<file path="src/rtl/count_mon_pkg.sv">
`default_nettype none
// ---------------------------------------------------------------------------
// count_mon_pkg : shared types and defaults for the ripple-count monitor
// Rev 1.0
// ---------------------------------------------------------------------------
package count_mon_pkg;

   localparam int c_default_width         = 4;
   localparam int c_default_stable_cycles = 2;
   localparam int c_default_wrap_w        = 8;

   typedef enum logic [0:0] {
      INIT  = 1'b0,
      TRACK = 1'b1
   } mon_state_t;

   typedef enum logic [1:0] {
      STEP_UP = 2'd0,
      STEP_DN = 2'd1,
      JUMP    = 2'd2
   } delta_class_t;

   // delta is (new - old) mod 2^width; all-ones means a single down-step
   function automatic delta_class_t classify_delta(input int unsigned delta,
                                                   input int unsigned width);
      int unsigned all_ones;
      all_ones = (32'd1 << width) - 32'd1;
      if (delta == 32'd1)
         return STEP_UP;
      else if (delta == all_ones)
         return STEP_DN;
      else
         return JUMP;
   endfunction

endpackage
`default_nettype wire

</file>
<file path="src/rtl/count_sync_monitor_filter.sv">
`default_nettype none
// ---------------------------------------------------------------------------
// sync_stable_filter : two-flop resynchroniser followed by a run-length
// stability filter; stable means cand has been seen STABLE_CYCLES times
// Rev 1.0
// ---------------------------------------------------------------------------
module sync_stable_filter
   import count_mon_pkg::*;
#(
   parameter int WIDTH         = c_default_width,
   parameter int STABLE_CYCLES = c_default_stable_cycles
) (
   input  logic             clk,
   input  logic             reset,
   input  logic [WIDTH-1:0] din,
   output logic [WIDTH-1:0] cand,
   output logic             stable
);

   localparam int                 c_run_w   = $clog2(STABLE_CYCLES + 1);
   localparam logic [c_run_w-1:0] c_run_max = c_run_w'(STABLE_CYCLES);
   localparam logic [c_run_w-1:0] c_run_one = c_run_w'(1);

   logic [WIDTH-1:0]   r_s1;
   logic [WIDTH-1:0]   r_s2;
   logic [WIDTH-1:0]   r_cand;
   logic [c_run_w-1:0] r_run;

   always_ff @(posedge clk or posedge reset) begin
      if (reset) begin
         r_s1   <= '0;
         r_s2   <= '0;
         r_cand <= '0;
         r_run  <= '0;
      end else begin
         r_s1 <= din;
         r_s2 <= r_s1;
         if (r_s2 != r_cand) begin
            r_cand <= r_s2;
            r_run  <= c_run_one;
         end else if (r_run != c_run_max) begin
            r_run <= r_run + c_run_one;
         end
      end
   end

   assign cand   = r_cand;
   assign stable = (r_run == c_run_max);

endmodule
`default_nettype wire

</file>
<file path="src/rtl/count_sync_monitor.sv">
`default_nettype none
// ---------------------------------------------------------------------------
// count_sync_monitor : filtered view of an asynchronous ripple counter with
// overflow/underflow/match/direction pulses and a saturating wrap tally
// Rev 1.0
// ---------------------------------------------------------------------------
module count_sync_monitor
   import count_mon_pkg::*;
#(
   parameter int WIDTH         = c_default_width,
   parameter int STABLE_CYCLES = c_default_stable_cycles,
   parameter int WRAP_W        = c_default_wrap_w
) (
   input  logic              clk,
   input  logic              reset,
   input  logic [WIDTH-1:0]  count_in,
   input  logic              up_down,
   input  logic [WIDTH-1:0]  match_val,
   input  logic              clr_wrap,
   output logic [WIDTH-1:0]  count_q,
   output logic              valid,
   output logic              ovf_pulse,
   output logic              unf_pulse,
   output logic              match_pulse,
   output logic              dir_err,
   output logic [WRAP_W-1:0] wrap_cnt
);

   logic              r_d1;
   logic              r_d2;
   logic [WIDTH-1:0]  w_cand;
   logic              w_stable;
   logic              w_accept;
   logic [WIDTH-1:0]  w_delta;
   delta_class_t      w_class;
   logic              w_ovf_evt;
   logic              w_unf_evt;
   logic              w_wrap_evt;

   mon_state_t        r_state;
   logic [WIDTH-1:0]  r_count_q;
   logic              r_valid;
   logic              r_ovf;
   logic              r_unf;
   logic              r_match;
   logic              r_dir_err;
   logic [WRAP_W-1:0] r_wrap_cnt;

   sync_stable_filter #(
      .WIDTH         (WIDTH),
      .STABLE_CYCLES (STABLE_CYCLES)
   ) u_filter (
      .clk    (clk),
      .reset  (reset),
      .din    (count_in),
      .cand   (w_cand),
      .stable (w_stable)
   );

   always_ff @(posedge clk or posedge reset) begin
      if (reset) begin
         r_d1 <= 1'b0;
         r_d2 <= 1'b0;
      end else begin
         r_d1 <= up_down;
         r_d2 <= r_d1;
      end
   end

   // Once tracking, an already-accepted cand must not re-trigger pulses
   assign w_accept   = w_stable && ((r_state == INIT) || (w_cand != r_count_q));
   assign w_delta    = w_cand - r_count_q;
   assign w_class    = classify_delta(32'(w_delta), WIDTH);
   assign w_ovf_evt  = (r_state == TRACK) && w_accept && (w_class == STEP_UP) && (r_count_q == '1);
   assign w_unf_evt  = (r_state == TRACK) && w_accept && (w_class == STEP_DN) && (r_count_q == '0);
   assign w_wrap_evt = w_ovf_evt || w_unf_evt;

   always_ff @(posedge clk or posedge reset) begin
      if (reset) begin
         r_state   <= INIT;
         r_count_q <= '0;
         r_valid   <= 1'b0;
         r_ovf     <= 1'b0;
         r_unf     <= 1'b0;
         r_match   <= 1'b0;
         r_dir_err <= 1'b0;
      end else begin
         r_ovf     <= 1'b0;
         r_unf     <= 1'b0;
         r_match   <= 1'b0;
         r_dir_err <= 1'b0;
         case (r_state)
            INIT: begin
               if (w_accept) begin
                  r_count_q <= w_cand;
                  r_valid   <= 1'b1;
                  r_state   <= TRACK;
               end
            end
            TRACK: begin
               if (w_accept) begin
                  r_count_q <= w_cand;
                  r_match   <= (w_cand == match_val);
                  r_ovf     <= w_ovf_evt;
                  r_unf     <= w_unf_evt;
                  case (w_class)
                     STEP_UP: r_dir_err <= ~r_d2;
                     STEP_DN: r_dir_err <= r_d2;
                     default: r_dir_err <= 1'b1;
                  endcase
               end
            end
            default: r_state <= INIT;
         endcase
      end
   end

   // Updates on the same edge that registers the ovf/unf pulse
   always_ff @(posedge clk or posedge reset) begin
      if (reset) begin
         r_wrap_cnt <= '0;
      end else if (clr_wrap) begin
         r_wrap_cnt <= w_wrap_evt ? WRAP_W'(1) : '0;
      end else if (w_wrap_evt && (r_wrap_cnt != '1)) begin
         r_wrap_cnt <= r_wrap_cnt + WRAP_W'(1);
      end
   end

   assign count_q     = r_count_q;
   assign valid       = r_valid;
   assign ovf_pulse   = r_ovf;
   assign unf_pulse   = r_unf;
   assign match_pulse = r_match;
   assign dir_err     = r_dir_err;
   assign wrap_cnt    = r_wrap_cnt;

endmodule
`default_nettype wire

</file>
<file path="config.mk">
export PLATFORM = sky130hd
export DESIGN_NAME = count_sync_monitor
export DESIGN_NICKNAME = d
export VERILOG_FILES = /design/src/rtl/count_mon_pkg.sv /design/src/rtl/count_sync_monitor_filter.sv /design/src/rtl/count_sync_monitor.sv
export SDC_FILE = /design/constraint.sdc
export NUM_CORES = 1
export LEC_CHECK = 0
export BUFFER_PORTS_ARGS = -buffer_cell sky130_fd_sc_hd__buf_4
export CORE_AREA = 2 2 58 60
export CTS_CLUSTER_DIAMETER = 100
export CTS_CLUSTER_SIZE = 16
export DETAILED_ROUTE_END_ITERATION = 16
export DIE_AREA = 0 0 60 62
export PLACE_DENSITY = 0.71
export SLEW_MARGIN = 40
export SYNTH_ARGS = -nofsm -noshare
export SYNTH_HDL_FRONTEND = slang
export SYNTH_HIERARCHICAL = 1
export SYNTH_SLANG_ARGS = --single-unit
export TNS_END_PERCENT = 50
</file>
<file path="constraint.sdc">
create_clock -name clk -period 3.72 [get_ports clk]
set_clock_uncertainty 0.1 [all_clocks]
set_input_delay 0.186 -clock clk [delete_from_list [all_inputs] [get_ports clk]]
set_output_delay 0.186 -clock clk [all_outputs]
set_load 0.005 [all_outputs]
</file>
Yosys cells after proc, flatten, opt, wreduce, memory -nomap -nowiden
Cells that the tools add are included.
Word-level totals
  register bits: 34
  bits of input ports: 12
  word-level logic and storage cells: 62
Cells by class
  add/sub/neg operators: 3
  equal/unequal tests: 10
  muxes and demuxes: 19
  bitwise operators: 2
  reductions and logical operators: 14
Operator list (count)
  two-way mux 8 bit: 2
  two-way mux 1 bit: 11
  adder 8 x 1 -> 8 bit (second input constant): 1
  == test 4 bit (second input constant): 2
  two-way mux 2 bit: 4
  != test 4 bit: 2
  != test 8 bit (second input constant): 1
  logical AND 1 bit: 7
  == test 4 x 1 -> 1 bit (second input constant): 1
  == test 4 bit: 1
  zero test 4 bit: 1
  two-way mux 4 bit: 1
  nonzero test 2 bit: 2
  subtractor 4 bit: 1
  adder 2 x 1 -> 2 bit (second input constant): 1
  == test 2 x 1 -> 1 bit (second input constant): 1
  == test 2 bit (second input constant): 1
  zero test 2 bit: 1
  logical OR 1 bit: 2
  != test 2 bit (second input constant): 1
  NOT 1 bit: 2
  case mux 1 bit (2 select lines): 1
  AND reduction 2 bit: 1

Longest topological paths before layout
  depth after elaboration: 11
  gate-level depth with buffers: 10
  depth with buffers taken out: 10

Hierarchy
Netlist, hierarchy kept.
Modules (own cells, without submodules)
  count_sync_monitor: times used 1, cells an instance 106, area each 1121.1 um2, seq. area each 500.5 um2
  sync_stable_filter: times used 1, cells an instance 31, area each 460.4 um2, seq. area each 350.3 um2

Worst setup path after synthesis
No wires, ideal clock.
  path kind: register to register
  start: reg u_filter.r_cand[0], in the netlist u_filter/cand[0]
  end: reg r_wrap_cnt[5], in the netlist wrap_cnt[5]
  setup time: 0.130 ns
  arrival time: 2.401 ns
  path slack: 1.090 ns
  cell stages (with the launch flop): 11
  buffers on the path: 0
  path through: dfrtp_1 > inv_1 > ha_1 > inv_1 > fa_1 > xor2_1 > nand2_1 > or4b_4 > a2111oi_4 > xnor2_1 > nor2_1
Between the ends
  cells in the longest elaborated chain, start to end: 10
Ends and longest elaborated chain
  start, declared: line count_sync_monitor_filter.sv:26  | logic [WIDTH-1:0] r_cand;
  start signal, assigned: line count_sync_monitor_filter.sv:39  | r_cand <= r_s2;
  subtractor 4 bit: line count_sync_monitor.sv:72  | assign w_delta = w_cand - r_count_q;
  == test 4 bit: line count_mon_pkg.sv:30  | else if (delta == all_ones)
  two-way mux 2 bit: line count_mon_pkg.sv:30
  two-way mux 2 bit: line count_mon_pkg.sv:28  | if (delta == 32'd1)
  == test 2 x 1 -> 1 bit or zero test 2 bit (tied branches): line count_sync_monitor.sv:75, count_sync_monitor.sv:74
  logical AND 1 bit (on tied branches) (2 in series): line count_sync_monitor.sv:75, count_sync_monitor.sv:74
  logical OR 1 bit *: line count_sync_monitor.sv:76  | assign w_wrap_evt = w_ovf_evt || w_unf_evt;
  logical AND 1 bit *: line count_sync_monitor.sv:124  | end else if (w_wrap_evt && (r_wrap_cnt != '1)) begin
  nonzero test 2 bit (no line) *
  end signal, assigned: line count_sync_monitor.sv:123  | r_wrap_cnt <= w_wrap_evt ? WRAP_W'(1) : '0;
  end signal, assigned: line count_sync_monitor.sv:125  | r_wrap_cnt <= r_wrap_cnt + WRAP_W'(1);
  end, declared: line count_sync_monitor.sv:47  | logic [WRAP_W-1:0] r_wrap_cnt;
Mark *: on every way between the ends. The rest lies on a longest branch, timed or not.
A chain may end at the register's enable or synchronous reset.

Final worst setup path
Same ends and word-level chain as after synthesis.

==> key figures <==
Clocking
  • Worst skew pair latency: 330 ps
  • CTS Buffer Depth: 2
  • Num CTS Buffers: 5
  • Post-CTS Setup Inserts: 0
  • CTS tree: done
  • Clk slew on worst S/H paths: 100 ps
  • Root buf cell: clkbuf_4
  • Htree depth: 2
  • Clock sink count: 34

Timing
  • Unrepaired setup endpoints after global routing: false
  • Min cycle time layout: 2830 ps
  • Worst hold slack: 46.3 ps
  • Fin. Hold Viols: 0
  • # setup viols final: 0
  • Fmax: 0.354 GHz
  • Final period utilization: 0.760
  • Slew Limit Fails: 0
  • Worst slew margin: 0.533
  • Setup TNS Final: 0 ps
  • Worst-margin pin slew: 696 ps

Job
  • Max-cap violations: 0

Global route
  • Largest net degree at the start of global routing: 21
  • GRT Total Usage: 0.176
  • First-pass GRT wire length: 4660 um
  • Remaining Overflow, GRT: 0
  • Vias in the first global route: 1125
  • Initial antenna violation count: 0

Final layout
  • Filler cells: 264
  • Fraction of layout cells with a size suffix above 1: 0.274
  • Layout area overhead: 24.2%
  • Diodes inserted: 0
  • Nets: 192

Synthesis
  • Yosys reg bits: 34
  • Post-synthesis mux area share: 0.0134
  • Syn_area_per_cell: 11.5 um2
  • Net count after synthesis: 155
  • Main synth FF type: dfrtp_1
  • Adder-Cell Fraction of Synth Area: 0.0522
  • Simple-gate share of the synthesized area: 0.167
  • Synth Instances: 137
  • Largest family of logic cells by synthesized area: simple AND/OR/NAND/NOR gates
  • Synth Area in XOR/XNOR: 0.0831
  • Mapped Area: 1580 um2
  • Number of synthesized flops with an enable pin: 0
  • Asr flop ratio synth: 1.00
  • Synth Area in Compound Gates: 0.113
  • Register area share after synthesis: 0.538
  • Cell variety after synth: 37
  • Yosys warning count: 6

Floorplan
  • DIE HEIGHT: 62 um
  • Starting Density: 0.497
  • CORE AREA: 3180 um2
  • IO Pins: 29
  • Standard-cell rows: 21
  • Die ar.: 3720 um2
  • Die W: 60 um

Placement
  • # port buffers: 28
  • Post-DP HPWL: 2070 um
  • RePlAce Congestion: 0.821

Power
  • P_leak: 0.899 nW
  • Net Sw Power: 0.197 mW
  • Int Pwr: 0.533 mW
  • Switching Fraction: 0.270
  • Max VDD drop: 0.231 mV
  • Power density cells: 372 nW/um2
  • Logic pwr share: 0.152
  • Clock power frac: 0.288
  • Sequential share of power: 0.560

Worst setup path
  • Worst-path fanout max: 5
  • Startpoint Class: flip-flop
  • Worst setup path class: flip-flop to flip-flop
  • Worst Path Arrival: 2950 ps
  • CP Data Required Time: 3840 ps
  • CP endpoint kind: flip-flop

Min path
  • Hold WC Path Type: input port to flip-flop

Drt
  • # DRC: 0
  • Routed Antenna Nets: 0
  • Iter 0 DRT Violations: 52
  • Avg WL per Cell: 12.7 um
  • Vias: 1138
  • Final wirelength: 2810 um
  • DRT Pass-1 Iters: 4
  • Vias per cell: 5.15

Status
  • Status: finished, final reports clean
==> registers in the layout, indices dropped and copies added (netlist names) <==
signal          cells
r_state             1
r_d2                1
count_q             4
wrap_cnt            8
u_filter/r_run      2
dir_err             1
u_filter/r_s1       4
u_filter/r_s2       4
valid               1
match_pulse         1
unf_pulse           1
r_d1                1
u_filter/cand       4
ovf_pulse           1
==> area by class of cell <==
type	instances	area, um2	share of cell area
Sequential cell	34	851	0.433
Clock inverter	2	12.5	0.00637
Inverter	9	33.8	0.0172
Tap cell	46	57.6	0.0293
Timing Repair Buffer	35	280	0.143
Clock buffer	6	51.3	0.0261
Multi-Input combinational cell	89	678	0.345
==> cell families (layout without fill, tap and decap cells) <==
logic type,after synthesis,after routing
DFF,34,34
xor gates and xnor gates,15,15
buffers and inverters,14,52
muxes,2,2
and+or+nand+nor,46,46
adders and majority gates,6,6
AOI/OAI and AO/OA,20,20
==> routing by layer <==
layer  global-route usage  vias up  part of all wire
met3               0.0621        9             0.046
met5                    0        -                 0
met2                0.293       34              0.50
met4                0.105        0             0.023
met1                0.194      547              0.43
li1                     -      548                 -
==> power by group through the flow <==
stage | registers (mW) | logic (mW) | clock network (mW)
global route | 0.413 | 0.126 | 0.239
global placement | 0.415 | 0.103 | 0
finish | 0.409 | 0.111 | 0.210
CTS | 0.409 | 0.112 | 0.219
detailed placement | 0.415 | 0.106 | 0
floorplan | 0.412 | 0.0699 | 0
==> worst max-delay path, cell delays in order (launching register included) <==
cell,delay [ps]
dfrtp_1,430
inv_1,80
ha_1,160
inv_1,50
fa_1,370
xor2_1,200
nand2_1,130
or4b_4,570
a2111oi_4,400
xnor2_1,160
nor2_1,60
==> per-stage QoR <==
| step | utilization | total power [mW] | cell area [um2] | instances | setup slack, ps |
|---|---|---|---|---|---|
| 2_1_floorplan | - | 0.481 | 1580 | 137 | 1090 |
| 3_3_place_gp | 0.576 | 0.518 | 1830 | 206 | 1040 |
| 3_5_place_dp | 0.576 | 0.521 | 1830 | 206 | 931 |
| 6_report | 0.618 | 0.730 | 1960 | 221 | 893 |
| 5_1_grt | 0.618 | 0.778 | 1960 | 221 | 776 |
| 4_1_cts | 0.618 | 0.739 | 1960 | 221 | 905 |
==> final timing paths <==
kind | endpoint | cells after the start | from | slack (ps)
max reg2reg | wrap_cnt[5]$_DFFE_PP0P_ | 10 | u_filter/cand[0]$_DFFE_PP0P_ | 890
min | match_pulse$_DFF_PP0_ | 4 | match_val[3] | 50
max | wrap_cnt[5]$_DFFE_PP0P_ | 10 | u_filter/cand[0]$_DFFE_PP0P_ | 890
min in group asynchronous | u_filter/r_s1[3]$_DFF_PP0_ | 3 | reset | 330
max in group asynchronous | count_q[2]$_DFFE_PP0N_ | 3 | reset | 2850
min reg2reg | u_filter/r_s2[3]$_DFF_PP0_ | 0 | u_filter/r_s1[3]$_DFF_PP0_ | 260
==> cells in the mapped netlist, types with 4 or more instances <==
cell type  instances  area, um2
a21oi_1            4       20.0
clkbuf_1           5       18.8
dfrtp_1           34        851
ha_1               5       62.6
inv_1              9       33.8
nand2_1            9       33.8
nand3_1            5       25.0
nand4_1            4       25.0
nor2_1            10       37.5
o21ai_0            5       25.0
xnor2_1            8       70.1
xor2_1             7       61.3
==> repair_timing <==
| item | 4_1_cts | 5_1_grt |
|---|---|---|
| resized for setup | 0 | 0 |
| hold endpoints to repair | 46 | 0 |
| hold buffers | 7 | 0 |
==> placed cells by master, fill, tap and decap left out, types with 2 or more instances in the layout <==
cell / count
dfrtp_1: 34
buf_4: 28
nor2_1: 10
nand2_1: 9
inv_1: 8
xnor2_1: 8
xor2_1: 7
dlygate4sd3_1: 7
o21ai_0: 5
nand3_1: 5
ha_1: 5
clkbuf_4: 5
nand4_1: 4
a21oi_1: 4
nand3b_1: 3
nor3_1: 3
and3_1: 2
a211oi_1: 2
a2111oi_4: 2
(Power assumes the default switching activity.)
